### config.mk
export PLATFORM = sky130hd
export DESIGN_NAME = l1_gap_stats
export DESIGN_NICKNAME = d
export VERILOG_FILES = /design/src/rtl/l1_gap_stats_pkg.sv /design/src/rtl/l1_stat_acc.sv /design/src/rtl/l1_gap_stats.sv
export SDC_FILE = /design/constraint.sdc
export NUM_CORES = 1
export LEC_CHECK = 0
export ABC_AREA = 1
export BUFFER_PORTS_ARGS = -buffer_cell sky130_fd_sc_hd__buf_2
export CORE_MARGIN = 4
export CORE_UTILIZATION = 45
export CTS_CLUSTER_SIZE = 10
export DETAILED_ROUTE_END_ITERATION = 8
export PLACE_DENSITY = 0.71
export SLEW_MARGIN = 30
export SYNTH_ARGS = -nofsm -noshare
export SYNTH_HDL_FRONTEND = slang
export SYNTH_HIERARCHICAL = 1
export SYNTH_SLANG_ARGS = --single-unit
### constraint.sdc
create_clock -name clk -period 3 [get_ports clk]
set_input_delay 0.45 -clock clk [delete_from_list [all_inputs] [get_ports clk]]
set_output_delay 0.45 -clock clk [all_outputs]
set_load 0.005 [all_outputs]
### src/rtl/l1_gap_stats_pkg.sv
// Shared constants and state type for the layer-1 statistics stage.
// Layer-1 memory geometry, the 9.4 fixed-point data format and the controller states.
package l1_gap_stats_pkg;

    localparam logic [11:0] LAYER1_BASE = 12'h000;
    localparam int unsigned L1_N_PIX    = 1024;
    localparam int unsigned L1_LOG2_N   = 10;
    localparam int unsigned FRAC_BITS   = 4;
    localparam int unsigned DATA_W      = 13;

    typedef enum logic [2:0] {
        StIdle,
        StRead,
        StDrain,
        StFinal,
        StDone
    } state_e;

endpackage

### src/rtl/l1_stat_acc.sv
// Running statistics over one pass of layer-1 data: sum, first arg-max and threshold count.
// A single accepted word updates all four accumulators in the same cycle.
module l1_stat_acc
    import l1_gap_stats_pkg::*;
#(
    parameter int unsigned        LOG2_N = L1_LOG2_N,
    parameter logic [DATA_W-1:0]  THRESH = DATA_W'(1 << FRAC_BITS)
) (
    input  logic                     clk,
    input  logic                     reset,
    input  logic                     clear_i,
    input  logic                     valid_i,
    input  logic [DATA_W-1:0]        data_i,
    input  logic [LOG2_N-1:0]        addr_i,
    output logic [LOG2_N+DATA_W-1:0] sum_o,
    output logic [DATA_W-1:0]        max_o,
    output logic [LOG2_N-1:0]        max_addr_o,
    output logic [LOG2_N:0]          cnt_o
);

    localparam int unsigned SumW = LOG2_N + DATA_W;

    logic [SumW-1:0]   sum_q, sum_d;
    logic [DATA_W-1:0] max_q, max_d;
    logic [LOG2_N-1:0] maxa_q, maxa_d;
    logic [LOG2_N:0]   cnt_q, cnt_d;

    always_comb begin
        sum_d  = sum_q;
        max_d  = max_q;
        maxa_d = maxa_q;
        cnt_d  = cnt_q;
        if (clear_i) begin
            sum_d  = '0;
            max_d  = '0;
            maxa_d = '0;
            cnt_d  = '0;
        end else if (valid_i) begin
            sum_d = sum_q + SumW'(data_i);
            // Strict compare keeps the earliest address on ties.
            if (data_i > max_q) begin
                max_d  = data_i;
                maxa_d = addr_i;
            end
            if (data_i >= THRESH) begin
                cnt_d = cnt_q + (LOG2_N + 1)'(1);
            end
        end
    end

    always_ff @(posedge clk or posedge reset) begin
        if (reset) begin
            sum_q  <= '0;
            max_q  <= '0;
            maxa_q <= '0;
            cnt_q  <= '0;
        end else begin
            sum_q  <= sum_d;
            max_q  <= max_d;
            maxa_q <= maxa_d;
            cnt_q  <= cnt_d;
        end
    end

    assign sum_o      = sum_q;
    assign max_o      = max_q;
    assign max_addr_o = maxa_q;
    assign cnt_o      = cnt_q;

endmodule

### src/rtl/l1_gap_stats.sv
// Streams the pooled layer-1 map out of memory and reports average, max, arg-max and
// count-above-threshold; results are published only once a full pass completes.
module l1_gap_stats
    import l1_gap_stats_pkg::*;
#(
    parameter int unsigned        N_PIX  = L1_N_PIX,
    parameter int unsigned        LOG2_N = L1_LOG2_N,
    parameter logic [DATA_W-1:0]  THRESH = DATA_W'(1 << FRAC_BITS)
) (
    input  logic              clk,
    input  logic              reset,
    input  logic              start,
    output logic              busy,
    output logic              done,
    output logic              crd,
    output logic              csel,
    output logic [11:0]       caddr_rd,
    input  logic [DATA_W-1:0] cdata_rd,
    output logic [DATA_W-1:0] avg_out,
    output logic [DATA_W-1:0] max_out,
    output logic [LOG2_N-1:0] max_addr,
    output logic [LOG2_N:0]   above_cnt
);

    localparam int unsigned SumW = LOG2_N + DATA_W;

    state_e            state_q, state_d;
    logic [LOG2_N-1:0] addr_q, addr_d;
    logic              vld_q;
    logic [LOG2_N-1:0] cap_addr_q;
    logic              accept;

    logic [SumW-1:0]   acc_sum;
    logic [DATA_W-1:0] acc_max;
    logic [LOG2_N-1:0] acc_maxa;
    logic [LOG2_N:0]   acc_cnt;

    assign accept = (state_q == StIdle) && start;

    always_ff @(posedge clk or posedge reset) begin
        if (reset) begin
            state_q <= StIdle;
        end else begin
            state_q <= state_d;
        end
    end

    always_comb begin
        state_d = state_q;
        addr_d  = addr_q;
        unique case (state_q)
            StIdle: begin
                if (start) begin
                    state_d = StRead;
                    addr_d  = '0;
                end
            end
            StRead: begin
                // Address wraps to zero after the last issue, leaving caddr_rd clean.
                addr_d = addr_q + LOG2_N'(1);
                if (addr_q == LOG2_N'(N_PIX - 1)) begin
                    state_d = StDrain;
                end
            end
            StDrain: state_d = StFinal;
            StFinal: state_d = StDone;
            StDone:  state_d = StIdle;
            default: state_d = StIdle;
        endcase
    end

    always_comb begin
        busy     = (state_q == StRead) || (state_q == StDrain) || (state_q == StFinal);
        done     = (state_q == StDone);
        crd      = (state_q == StRead);
        csel     = crd;
        caddr_rd = LAYER1_BASE + 12'(addr_q);
    end

    // Data for the address issued in cycle t arrives during t+1; delay valid/addr to match.
    always_ff @(posedge clk or posedge reset) begin
        if (reset) begin
            addr_q     <= '0;
            vld_q      <= 1'b0;
            cap_addr_q <= '0;
            avg_out    <= '0;
            max_out    <= '0;
            max_addr   <= '0;
            above_cnt  <= '0;
        end else begin
            addr_q     <= addr_d;
            vld_q      <= crd;
            cap_addr_q <= addr_q;
            if (accept) begin
                avg_out   <= '0;
                max_out   <= '0;
                max_addr  <= '0;
                above_cnt <= '0;
            end else if (state_q == StFinal) begin
                avg_out   <= acc_sum[SumW-1:LOG2_N];
                max_out   <= acc_max;
                max_addr  <= acc_maxa;
                above_cnt <= acc_cnt;
            end
        end
    end

    l1_stat_acc #(
        .LOG2_N (LOG2_N),
        .THRESH (THRESH)
    ) u_acc (
        .clk        (clk),
        .reset      (reset),
        .clear_i    (accept),
        .valid_i    (vld_q),
        .data_i     (cdata_rd),
        .addr_i     (cap_addr_q),
        .sum_o      (acc_sum),
        .max_o      (acc_max),
        .max_addr_o (acc_maxa),
        .cnt_o      (acc_cnt)
    );

endmodule

==> flow_summary.toml, run 1 <==
[global_routing]
grt_pass1_vias = 5589
gr-total-overflow = 0
grt_usage_pct = 19.46
grt_max_degree = 66
antenna_found_initial = 0
grt_pass1_wl_um = 27860

[timing]
period_share_pct = 67.66
setup-tns-final_ps = 0
clock_skew_ps = 8.271
fmax_mhz = 492.6
rsz0062_at_grt = "false"
hold_violations = 0
maxSlewViolCount = 0
setup_viol = 0
relSlewSlack_pct = 45.25
worstMarginPinSlew_ps = 820.1
finalCriticalPeriod_ps = 2030
finalWorstSetupSlack_ps = 970.1

[detailed_routing]
ant_nets = 0
wl_per_cell_um = 14.23
avgViaCountPerCell = 5.091
drc = 0
routed_wl_um = 16510
via_count = 5906
dr.pass1.iters = 6
drt-initial-drc-count = 445

[worst_setup_path]
end_kind = "flop"
cp.required_ps = 3300
cp_slowest_cell = "dfrtp_1"
criticalPathCategory = "flop to flop"
worstPathCellList = "inv_1 > ha_1 > nand4_2 > nor2_4 > nand2_2 > nand2_4 > nand2_4 > nand3_1 > nand2_1"
start_kind = "flop"
crit_top_cell = "nand2_4"
ff2ff_setup_slack_ps = 970
r2r-start = "u_acc/max_o[12]"
rr_endpoint = "u_acc/max_addr_o[3]"
slowest_delay_ps = 380
cp_max_fo = 24
worst-path-buf-inv = 1
reg2reg_depth = 9
cp_top_family = "simple AND/OR/NAND/NOR gates"
worstPathArrival_ps = 2330

[power]
powerDensity_nw_per_um2 = 1009
seqPwrFrac_pct = 37.3
p_sw_share_pct = 37.78
clock_power_share_pct = 26.2
internal_power_w = 0.005113
ir_drop_v = 0.0005244
p_comb_share_pct = 36.5
power_leakage_nw = 4.226
p_sw_w = 0.003104

[min_path]
hold_path_end = "u_acc/max_o[0]"
hold_class = "primary input to flop"
holdPathStages = 3
holdCritStartpoint = "cdata_rd[0]"

[cts]
clk_latency_ps = 420
cts_root_buffer = "clkbuf_16"
htree_levels = 4
cts_made_buffers = 17
clkSinkCount = 128
cts_max_path_buffers = 2
clk_pin_slew_ps = 60
cts_tree = "done"

[final_layout]
final_cell_mix = "288 x nand2_1, 128 x dfrtp_1, 83 x inv_1, 76 x buf_2, 51 x nor2_1"
num_antenna_cells = 0
final-instance-count-excl-fill = 1160
final_common_cell = "nand2_1"
nNetsFinal = 982
final_core_util_pct = 53.40
n_fill_cell = 1431
post_route_cells_drive_above_1_share_pct = 20.34
areaGrowthSynthToFinish_pct = 15.65

[placed_design]
place.gp.congestion = 0.8887
port_buffers = 76
dpl_worst_slack_ps = 841.2
dp_cells = 1128
dpl.hpwl_um = 11550

[yosys]
ys_seq_elements = 128
syn_area_um2 = 7046
avgSynthCellArea_um2 = 8.136
synth_warnings = 6
syn_inst = 866
seq_area_frac_synth_pct = 45.46
ys_types = 39

[die]
die_h_um = 133.1
die_w_um = 133.1
rows = 45
start_util_pct = 46.17
core-area_um2 = 15260
die-area_um2 = 17720
num_io_pins = 79

[outcome]
outcome = "finished, final reports clean"

[run]
timing.max_cap.violations = 0
## worst reg2reg max path: cells and delay by family (launching register included)
family	cells	cell delay, ps
adder cells (fa/ha/maj)	1	330
buffers and inverters	1	70
flip-flops	1	380
AND/OR/NAND/NOR	7	1130
## per-layer routing
| layer | share of wire (%) | GRT usage (%) | up-vias |
|---|---|---|---|
| li1 | - | - | 2956 |
| met1 | 48 | 27.28 | 2776 |
| met2 | 46 | 29.63 | 152 |
| met3 | 4.6 | 4.041 | 22 |
| met4 | 1.7 | 7.943 | 0 |
| met5 | 0 | 0 | - |
## cell usage after synthesis
cell / number / area (um^2)
nand2_1: 288 / 1081
dfrtp_1: 128 / 3203
inv_1: 86 / 322.8
nor2_1: 51 / 191.4
nand3_1: 47 / 235.2
a21oi_1: 40 / 200.2
nand4_1: 39 / 244.0
ha_1: 28 / 350.3
a21oi_2: 27 / 236.5
buf_2: 13 / 65.06
nand3_2: 12 / 120.1
o21ai_0: 12 / 60.06
buf_4: 11 / 82.58
o21ai_1: 10 / 50.05
buf_6: 9 / 101.4
nor3_1: 9 / 45.04
o21ai_2: 7 / 61.31
inv_2: 6 / 22.52
xnor2_1: 5 / 43.79
or2_2: 4 / 25.02
nand2_2: 3 / 18.77
nand3b_1: 3 / 22.52
nor2_2: 3 / 18.77
nor2_4: 3 / 33.78
nor3_2: 3 / 30.03
a22o_1: 2 / 17.52
clkbuf_1: 2 / 7.510
nand2_4: 2 / 22.52
nand4_2: 2 / 25.02
xor2_1: 2 / 17.52
a21oi_4: 1 / 16.27
a31oi_1: 1 / 6.260
a32o_1: 1 / 10.01
conb_1: 1 / 3.750
fa_1: 1 / 20.02
nor3b_2: 1 / 12.51
o21bai_1: 1 / 7.510
o31ai_1: 1 / 7.510
or2_1: 1 / 6.260
## flip-flops by register name, summed over array words and instances (netlist names), 10 cells and up
signal and flops:
above_cnt 11, u_acc/max_o 13, u_acc/sum_o 23, max_addr 10
cap_addr_q 10, max_out 13, addr_q 10, u_acc/cnt_o 11
avg_out 13, u_acc/max_addr_o 10
## cell type report
type                    count  area [um^2]  share of cell area, %
clock buffers              19        452.9                  5.559
clock inverters            12        165.2                  2.027
inverters                  92        347.8                  4.269
multi-input cells         612         3244                  39.82
flip-flops and latches    128         3203                  39.31
well taps                 211        264.0                  3.240
repair buffers             86        470.5                  5.774
## power groups by stage
stage                     Combinational [W]  Sequential [W]  Clock [W]
after floorplan                     0.00226         0.00295          0
after global routing                0.00342         0.00318    0.00227
after global placement              0.00289         0.00307          0
after detailed placement            0.00297         0.00308          0
after CTS                           0.00301         0.00307    0.00219
final                               0.00300         0.00306    0.00215
## cell families after synthesis
family	synth area share, %
and+or+nand+nor	30.26
DFF	45.46
buffers and inverters	8.542
AOI/OAI and AO/OA	9.555
adders and majority gates	5.257
xor gates and xnor gates	0.8702
other	0.05323
## worst max path at each step
stage / start / endpoint / slack [ps] / cells past startpoint
final: u_acc/max_o[12] / u_acc/max_addr_o[3] / 970 / 9
after global placement: cdata_rd[8] / u_acc/max_o[11] / 880 / 11
after CTS: state_q[1] / u_acc/cnt_o[0] / 950 / 10
after global routing: u_acc/max_o[2] / u_acc/max_addr_o[3] / 790 / 11
after floorplan: reset / above_cnt[0] / 750 / 1
after detailed placement: cdata_rd[12] / u_acc/max_addr_o[9] / 840 / 9
## through the flow
step / power (W) / hold WS (ps) / instance area (um^2)
final: 0.008217 / 335.1 / 8148
after global routing: 0.008871 / 331.1 / 8148
after CTS: 0.008265 / 321.1 / 8148
after detailed placement: 0.006059 / 407.1 / 7520
after global placement: 0.005961 / 402.4 / 7517
after floorplan: 0.005204 / 433.5 / 7049
## what timing repair did
item	in CTS	in global routing
gates resized for setup	0	0
buffers inserted	0	0
hold endpoints to repair	9	0
hold buffers	1	0
Note: power is estimated with default switching activity, not from simulation.
==> run 2, diff against run 1 <==
clock period = 1.9 ns   (was 3 ns; I/O delays follow)
==> run 2 against run 1 <==
Net effect: via count grew 2.7%; clock-buffer cell count grew 1; global-route usage grew 0.78 points; maximum frequency grew 12%; flip-flop and latch count is the same; core utilization grew 2.0 points; combinational power grew 68%; setup slack lost 880 ps.
==> flow_summary.toml, run 2 (synthesis gave the netlist of run 1 again) <==
[final_layout]
areaGrowthSynthToFinish_pct = 19.91
final_common_cell = "nand2_1"
num_antenna_cells = 0
final_cell_mix = "283 x nand2_1, 128 x dfrtp_1, 83 x inv_1, 76 x buf_2, 50 x nor2_1"
largest_register_ffs = 23
final-instance-count-excl-fill = 1187
final_core_util_pct = 55.37
post_route_cells_drive_above_1_share_pct = 23.57
nNetsFinal = 1008

[cts]
cts_max_path_buffers = 2
cts_tree = "done"
htree_levels = 4
clk_pin_slew_ps = 60
clk_latency_ps = 420
cts_root_buffer = "clkbuf_16"
clkSinkCount = 128
cts_made_buffers = 17

[detailed_routing]
via_count = 6065
routed_wl_um = 17320
wl_per_cell_um = 14.59
drt-initial-drc-count = 516
drc = 0
dr.pass1.iters = 7
avgViaCountPerCell = 5.110
ant_nets = 0

[placed_design]
dpl_worst_slack_ps = -2.682
port_buffers = 76
place.gp.congestion = 0.8669
dp_cells = 1146
dpl.hpwl_um = 11720

[die]
num_io_pins = 79
rows = 45
die_h_um = 133.1
core-area_um2 = 15260
start_util_pct = 46.17
die-area_um2 = 17720
die_w_um = 133.1

[worst_setup_path]
cp.required_ps = 2200
worstPathArrival_ps = 2110
criticalPathCategory = "flop to flop"
end_kind = "flop"
start_kind = "flop"
cp_max_fo = 8

[power]
ir_drop_v = 0.0007815
powerDensity_nw_per_um2 = 1575
power_leakage_nw = 4.355

[timing]
period_share_pct = 95.43
clock_skew_ps = 13.02
maxSlewViolCount = 0
finalWorstSetupSlack_ps = 86.87
setup_viol = 0
fmax_mhz = 551.5
finalCriticalPeriod_ps = 1813
hold_violations = 0

[run]
timing.max_cap.violations = 0

[global_routing]
grt_usage_pct = 20.24
grt_pass1_wl_um = 29040
grt_max_degree = 72
antenna_found_initial = 0
grt_pass1_vias = 5793
gr-total-overflow = 0

[min_path]
hold_class = "primary input to flop"

[outcome]
outcome = "finished, final reports clean"
==> run 2: layout make-up <==
class	instances	area, um^2
Clock buffer	20	446.7
Multi-Input combinational cell	612	3288
Clock inverter	12	181.4
Inverter	92	349.1
Fill cell	1396	6810
Timing Repair Buffer	112	715.7
Sequential cell	128	3203
Tap cell	211	264.0
==> run 2: metrics by stage <==
| step | hold slack (ps) | TNS, ps | area [um^2] | power (W) |
|---|---|---|---|---|
| 6_report | 156.7 | 0 | 8448 | 0.01331 |
| 2_1_floorplan | 433.5 | 0 | 7053 | 0.008217 |
| 4_1_cts | 149.7 | 0 | 8339 | 0.01324 |
| 3_5_place_dp | 406.5 | -2.682 | 7694 | 0.009685 |
| 5_1_grt | 157.2 | -95.77 | 8448 | 0.01438 |
| 3_3_place_gp | 410.6 | 0 | 7694 | 0.009553 |
==> run 2: what timing repair did <==
action                                  in CTS  in global routing
pin swaps                                    1                  2
buffers inserted                             1                  7
hold buffers                                 1                  0
endpoints found under the setup margin       2                 40
endpoints found under the hold margin       78                  0
resized for setup                            0                 13
==> run 2: routing by layer <==
metal	routed length, um	up-vias	global-route usage [%]
li1	-	3015	-
met1	8080	2855	28.34
met2	8120	173	31.83
met3	889	22	4.305
met4	227	0	6.114
met5	0	-	0
==> run 2: critical path: stages, from the launching register on <==
cell and delay (ps):
dfrtp_1 400, inv_1 60, ha_1 280, nand2_1 110, inv_1 60, o21ai_0 70
nand3_1 140, nand2_2 100, nand2_4 100, buf_4 190, nand4_1 90, nand2_1 90
==> run 2: power breakdown <==
group	leakage [nW]	internal [W]	total (W)	switching (W)
Sequential	1.61	0.00386	0.00478	0.000923
Combinational	2.45	0.00212	0.00505	0.00293
Clock	0.293	0.00224	0.00347	0.00123
==> run 2: final timing paths <==
kind,endpoint,from,slack (ps),cells past startpoint
worst min register to register,cap_addr_q[1],addr_q[1],460,0
worst max-delay path,u_acc/max_o[7],u_acc/max_o[4],90,11
worst min-delay path,u_acc/max_o[0],cdata_rd[0],160,3
min in group asynchronous,u_acc/cnt_o[7],reset,510,4
max in group asynchronous,max_out[2],reset,1070,4
worst max register to register,u_acc/max_o[7],u_acc/max_o[4],90,11
